===== src/rtl/mult_seq_core.sv =====
// -----------------------------------------------------------------------------
// mult_seq_core
//   Sequential 16x16 signed multiplier with argument parity checking.
//   An operation is captured from IDLE when req is high, the captured
//   argument parity is checked, and the product is formed by 16 radix-2
//   Booth shift-add steps. All outputs are registered.
//
// Ports
//   clk              in   1  sole clock, rising edge
//   rst_n            in   1  synchronous active-low reset
//   req              in   1  request, arguments valid while high
//   arg_a            in  16  signed multiplicand
//   arg_a_parity     in   1  even parity of arg_a (XOR of its bits)
//   arg_b            in  16  signed multiplier
//   arg_b_parity     in   1  even parity of arg_b
//   ack              out  1  one-cycle pulse after arguments are captured
//   result           out 32  signed product
//   result_parity    out  1  XOR of result bits
//   result_rdy       out  1  one-cycle pulse, result and flags valid
//   arg_parity_error out  1  argument parity mismatch for this result
// -----------------------------------------------------------------------------
module mult_seq_core #(
  parameter int CHECK_PARITY = 1
) (
  input  logic        clk,
  input  logic        rst_n,
  input  logic        req,
  input  logic [15:0] arg_a,
  input  logic        arg_a_parity,
  input  logic [15:0] arg_b,
  input  logic        arg_b_parity,
  output logic        ack,
  output logic [31:0] result,
  output logic        result_parity,
  output logic        result_rdy,
  output logic        arg_parity_error
);

  typedef enum logic [1:0] {
    IDLE  = 2'd0,
    CHECK = 2'd1,
    MUL   = 2'd2,
    DONE  = 2'd3
  } state_t;

  state_t state, next_state;

  // Booth accumulator: acc_hi holds the running partial product (one guard
  // bit so that subtracting -32768 cannot overflow), acc_lo starts as the
  // multiplier and fills with product bits, acc_q is the Booth look-behind bit.
  logic [15:0] mcand;
  logic [16:0] acc_hi;
  logic [15:0] acc_lo;
  logic        acc_q;
  logic        par_a;
  logic        par_b;
  logic        par_err;
  logic [3:0]  step_cnt;

  logic [16:0] mcand_ext;
  logic [16:0] sum_hi;
  logic [16:0] step_hi;
  logic [15:0] step_lo;
  logic        step_q;
  logic [31:0] final_prod;
  logic        par_err_now;

  assign mcand_ext = {mcand[15], mcand};

  // One Booth step: add/subtract the multiplicand according to the current
  // bit pair, then arithmetic shift the whole accumulator right by one.
  always_comb begin
    sum_hi = acc_hi;
    case ({acc_lo[0], acc_q})
      2'b01:   sum_hi = acc_hi + mcand_ext;
      2'b10:   sum_hi = acc_hi - mcand_ext;
      default: sum_hi = acc_hi;
    endcase
    step_hi = {sum_hi[16], sum_hi[16:1]};
    step_lo = {sum_hi[0], acc_lo[15:1]};
    step_q  = acc_lo[0];
  end

  // The 16th step is folded into the DONE cycle, so the final product is the
  // combinational result of that last step.
  assign final_prod = {step_hi[15:0], step_lo};

  // During CHECK, acc_lo still holds the captured multiplier.
  assign par_err_now = (CHECK_PARITY != 0) &&
                       (((^mcand) != par_a) || ((^acc_lo) != par_b));

  always_ff @(posedge clk) begin
    if (!rst_n) state <= IDLE;
    else        state <= next_state;
  end

  // MUL runs 15 steps (counter 0..14); the last step happens on the DONE edge.
  always_comb begin
    next_state = state;
    case (state)
      IDLE:    if (req) next_state = CHECK;
      CHECK:   next_state = par_err_now ? DONE : MUL;
      MUL:     if (step_cnt == 4'd14) next_state = DONE;
      DONE:    next_state = IDLE;
      default: next_state = IDLE;
    endcase
  end

  always_ff @(posedge clk) begin
    if (!rst_n) begin
      ack              <= 1'b0;
      result           <= 32'd0;
      result_parity    <= 1'b0;
      result_rdy       <= 1'b0;
      arg_parity_error <= 1'b0;
      mcand            <= 16'd0;
      acc_hi           <= 17'd0;
      acc_lo           <= 16'd0;
      acc_q            <= 1'b0;
      par_a            <= 1'b0;
      par_b            <= 1'b0;
      par_err          <= 1'b0;
      step_cnt         <= 4'd0;
    end else begin
      ack        <= (state == IDLE) && req;
      result_rdy <= (state == DONE);
      case (state)
        IDLE: begin
          if (req) begin
            mcand    <= arg_a;
            acc_hi   <= 17'd0;
            acc_lo   <= arg_b;
            acc_q    <= 1'b0;
            par_a    <= arg_a_parity;
            par_b    <= arg_b_parity;
            step_cnt <= 4'd0;
          end
        end
        CHECK: begin
          par_err  <= par_err_now;
          step_cnt <= 4'd0;
        end
        MUL: begin
          acc_hi   <= step_hi;
          acc_lo   <= step_lo;
          acc_q    <= step_q;
          step_cnt <= step_cnt + 4'd1;
        end
        DONE: begin
          if (par_err) begin
            result           <= 32'd0;
            result_parity    <= 1'b0;
            arg_parity_error <= 1'b1;
          end else begin
            result           <= final_prod;
            result_parity    <= ^final_prod;
            arg_parity_error <= 1'b0;
          end
        end
        default: ;
      endcase
    end
  end

endmodule


===== config.mk =====
export PLATFORM = sky130hd
export DESIGN_NAME = mult_seq_core
export DESIGN_NICKNAME = d
export VERILOG_FILES = /design/src/rtl/mult_seq_core.sv
export SDC_FILE = /design/constraint.sdc
export NUM_CORES = 1
export LEC_CHECK = 0
export ABC_AREA = 1
export CAP_MARGIN = 20
export CORE_ASPECT_RATIO = 1.4
export CORE_UTILIZATION = 65
export DETAILED_ROUTE_END_ITERATION = 8
export DONT_BUFFER_PORTS = 1
export MAX_ROUTING_LAYER = met4
export PLACE_DENSITY_LB_ADDON = 0.3
export RECOVER_POWER = 25
export SETUP_SLACK_MARGIN = 0.3
export SLEW_MARGIN = 20
export SYNTH_ARGS = -nofsm -noshare
export SYNTH_HDL_FRONTEND = slang
export SYNTH_SLANG_ARGS = --single-unit

===== constraint.sdc =====
create_clock -name clk -period 3.8 [get_ports clk]
set_input_delay 0.38 -clock clk [delete_from_list [all_inputs] [get_ports clk]]
set_output_delay 0.38 -clock clk [all_outputs]
set_load 0.02 [all_outputs]

# == Word-level counts from Yosys, hierarchy flattened ==
# Index checks and enable logic that the tools add are counted.
# op_classes
n_addsub,3
n_eq_ne,10
n_mux,16
reduce_logical,12
# op_table
operator,n
$pmux 17 s2,2
$mux 32,1
$pmux 16 s2,1
$reduce_xor 16->1,2
$reduce_xor 32->1,1
$add 17x17->17,1
$mux 17,1
$sub 17x17->17,1
$mux 16,1
$pmux 4 s3,1
$pmux 2 s4,1
$reduce_and 2->1,4
$eq 2x2->1 const B,3
$add 4x1->4 const B,1
$eq 2x1->1 const B,2
$eq 4x4->1 const B,1
$mux 1,4
$mux 2,2
$mux 4,1
$ne 2x2->1 const B,2
$reduce_bool 3->1,1
$logic_not 2->1,1
$ne 1x1->1,2
$pmux 1 s2,1
other kinds (3),3
# word_totals
regBits,95
inputBits,37

# == Depth between registers and ports, before layout ==
# logic_depth
ltp_word,5
mapped_depth,31

# == Least setup slack after synthesis ==
# OpenSTA, ideal clock, no wires.
# synth_timing
kind,register -> register
start,register mcand[0]
end,register result_parity
t_arrival_ns,2.924
required_ns,3.669
path_slack_ns,0.745
stages_incl_launch_ff,30
path_cell_list,dfxtp_1 -> nor3_1 -> and3_1 -> nand4_1 -> nor3_1 -> nor2_1 -> nor2_1 -> xor2_1 -> inv_1 -> ha_1 -> nand2_2 -> inv_1 -> nand2_1 -> nand3_1 -> a21oi_1 -> nand2_1 -> nand2_1 -> nand3_1 -> nand2_2 -> nand2_1 -> nand2_1 -> nand2_1 -> nand2_1 -> nand2_1 -> nand2_1 -> inv_1 -> nand2_1 -> nand2_1 -> nand2_1 -> a21oi_2
# synth_via
elab_chain_len,4
word_cells_on_any_way,5
# synth_lines
element,line_no,rtl
from (decl),51,logic [15:0] mcand;
from (signal assigned),130,mcand <= arg_a;
$sub 17x17->17 / $add 17x17->17 (equally long branches),"76, 75",
$pmux 17 s2 *,74,"case ({acc_lo[0], acc_q})"
$reduce_xor 32->1 *,156,result_parity <= ^final_prod;
$mux 1 *,150,if (par_err) begin
to (signal assigned),156,
to (decl),34,"output logic result_parity,"
# Every way passes the cells marked *; elsewhere a longest branch is shown, timed or not.
# A chain may end at the register's enable or synchronous reset.

# == Worst setup path after layout ==
# Ends and elaborated chain as after synthesis.

==> results.py <==
metrics = {
    "synthesis": {
        "netlist_instances": 937,
        "syn_area_per_cell_um2": 6.49,
        "netlist.area_leader.share": 0.310,
        "synthTopCellsByArea": "dfxtp_1 31%, nand2_1 20%, a21oi_1 6.9%",
        "yosysWarningCount": 0,
        "ys_seq_elements": 94,
        "netlist_area_mm2": 0.00608,
        "syn-num-nets": 1007,
        "synth_cell_type_count": 37,
        "synth_top_area_cell": "dfxtp_1",
        "ys_seq_area_frac": 0.310,
    },
    "clock_network": {
        "hold_buffers": 0,
        "clockRootBuffer": "clkbuf_16",
        "numCtsBuffers": 9,
        "htree_levels": 3,
        "cts.sinks": 94,
        "clk_pin_slew_ps": 80,
        "cts_buffer_depth": 2,
        "clkLatencyLatePin_ps": 350,
        "cts_tree": "done",
    },
    "worst_setup_path": {
        "cpLargestDelayFamily": "simple AND/OR/NAND/NOR gates",
        "crit_fanout": 5,
        "path_buf_inv": 4,
        "crit_required_ps": 4000,
        "crit_arrival_ps": 3630,
        "cp-end-kind": "register",
        "path_class": "reg -> reg",
        "start_kind": "register",
        "slowest_stage": "ha_1",
        "worst_path_largest_cell_delay_ps": 380,
        "crit_top_cell": "nand2_1",
    },
    "floorplan": {
        "initial_core_util": 0.673,
        "die_area_mm2": 0.00975,
        "dieHeight_um": 116,
        "coreArea_mm2": 0.00903,
        "row_count": 41,
        "die_w_um": 83.7,
        "ios": 73,
    },
    "power": {
        "p_per_area_mw_per_mm2": 887,
        "cellLeakagePower_nw": 3.08,
        "vdd_drop_max_uv": 649,
        "design_power_total_mw": 5.92,
    },
    "routing": {
        "num_vias": 5846,
        "drt_first_pass_iters": 5,
        "wl_um": 14900,
        "drtIter0Drc": 397,
        "wl_per_cell_um": 14.3,
        "drc": 0,
        "vias_per_cell": 5.59,
        "detail-route-antenna-nets": 0,
    },
    "outcome": {
        "outcome": "finished clean",
    },
    "placement": {
        "dpl.cell_count": 1022,
        "io_buffers": 0,
        "place.gp.congestion": 0.966,
        "dp.final_hpwl_um": 10600,
    },
    "grt": {
        "antenna_found_initial": 0,
        "grt_max_degree": 54,
        "overflow": 0,
        "grt_util_all_layers": 0.314,
        "grt_pass1_vias": 5311,
        "grt_first_pass_wirelength_um": 23800,
    },
    "timing": {
        "grt_setup_unrepaired": "true",
        "worstMarginPinSlew_ps": 933,
        "clock.fmax_ghz": 0.292,
        "slew_viol_final": 0,
        "period_share": 0.902,
        "final.setup.tns_ps": 0,
        "final_hold_viol_count": 0,
        "clock-skew-final_ps": 8.57,
        "fin_crit_ps": 3430,
        "slew_headroom": 0.378,
        "fin_worst_hold_slack_ps": 140,
        "setup_viol": 0,
    },
    "final_layout": {
        "layout-drive-gt1-share": 0.127,
        "final.fill_count": 726,
        "num-nets-final": 1003,
        "n_antenna_cell": 0,
        "final_cells": 1045,
        "area_growth_pct": 9.74,
    },
    "min_path": {
        "hold_path_class": "in -> reg",
    },
    "flow_run": {
        "cap_violations": 0,
    },
}
-- layout by cell type, fill, tap and decap left out, drive strengths merged --
master and instances:
a211oi 1, a21oi 88, a31oi 15, and2 1, and3 1, buf 16, clkbuf 9, clkinv 6
clkinvlp 1, dfxtp 94, fa 1, ha 32, inv 119, nand2 343, nand3 47, nand3b 5
nand4 3, nor2 37, nor3 5, nor3b 1, o21ai 49, o21bai 2, or2 10, xnor2 25
xor2 27
-- cells in the mapped netlist, drive strengths merged --
library cell,count
a211oi,1
a21oi,88
a31oi,15
and2,1
and3,1
buf,6
clkbuf,25
clkinv,3
dfxtp,94
fa,1
ha,32
inv,116
nand2,343
nand3,47
nand3b,5
nand4,3
nor2,37
nor3,5
nor3b,1
o21ai,49
o21bai,2
or2,10
xnor2,25
xor2,27
-- worst paths after layout --
kind	start	end	slack [ps]	depth (start not counted)
max reg2reg	mcand[0]	result_parity	370	29
max	mcand[0]	result_parity	370	29
min	rst_n	result_rdy	140	2
min reg2reg	acc_q	acc_q	470	2
-- final cells by class --
cell class              instances  area [um^2]  area share
multi-input cells             693         3780       0.567
flip-flops and latches         94         1890       0.283
inverters                     119          447      0.0670
clock buffers                   9          225      0.0338
well taps                     107          134      0.0201
repair buffers                 16          120      0.0180
clock inverters                 7         77.6      0.0116
-- state kept, by name, indices dropped and copies added, names as in the netlist --
name	cells
acc_hi	16
acc_lo	16
acc_q	1
ack	1
arg_parity_error	1
mcand	16
par_a	1
par_b	1
par_err	1
result	32
result_parity	1
result_rdy	1
state	2
step_cnt	4
-- cells by family (layout without fill, tap and decap cells) --
logic type / count (synthesis) / after routing / synth area share
adders and majority gates: 33 / 33 / 0.0692
AOI/OAI and AO/OA: 155 / 155 / 0.136
and+or+nand+nor: 453 / 453 / 0.314
xor gates and xnor gates: 52 / 52 / 0.0762
DFF: 94 / 94 / 0.310
buffers and inverters: 150 / 151 / 0.0947
-- power by group --
part,internal (mW),leakage [nW],switching [mW]
Clock,0.466,0.144,0.444
Sequential,1.15,0.767,0.212
Combinational,1.37,2.16,2.27
Total,2.99,3.08,2.93
-- stage by stage --
stage | utilization | instance area, um^2 | setup WS [ps]
after global placement | 0.682 | 6150 | 439
final | 0.739 | 6670 | 371
after detailed placement | 0.682 | 6150 | 284
after CTS | 0.716 | 6460 | 322
after floorplan | - | 6080 | 745
after global routing | 0.739 | 6670 | 51.4
-- metal layers --
metal  global-route usage  part of all wire  up-vias
li1                     -                 -     2950
met1                0.337              0.40     2650
met2                0.551              0.50      184
met3               0.0445             0.044       62
met4                0.195             0.058        0
met5                    -                 0        -
-- timing repair --
action / 4_1_cts / 5_1_grt
endpoints found under the setup margin: 1 / 1
setup buffers: 0 / 7
gates resized for setup: 2 / 43
pin swaps: 1 / 27
endpoints found under the hold margin: 0 / 0
Power figures use the tool's default switching activity.
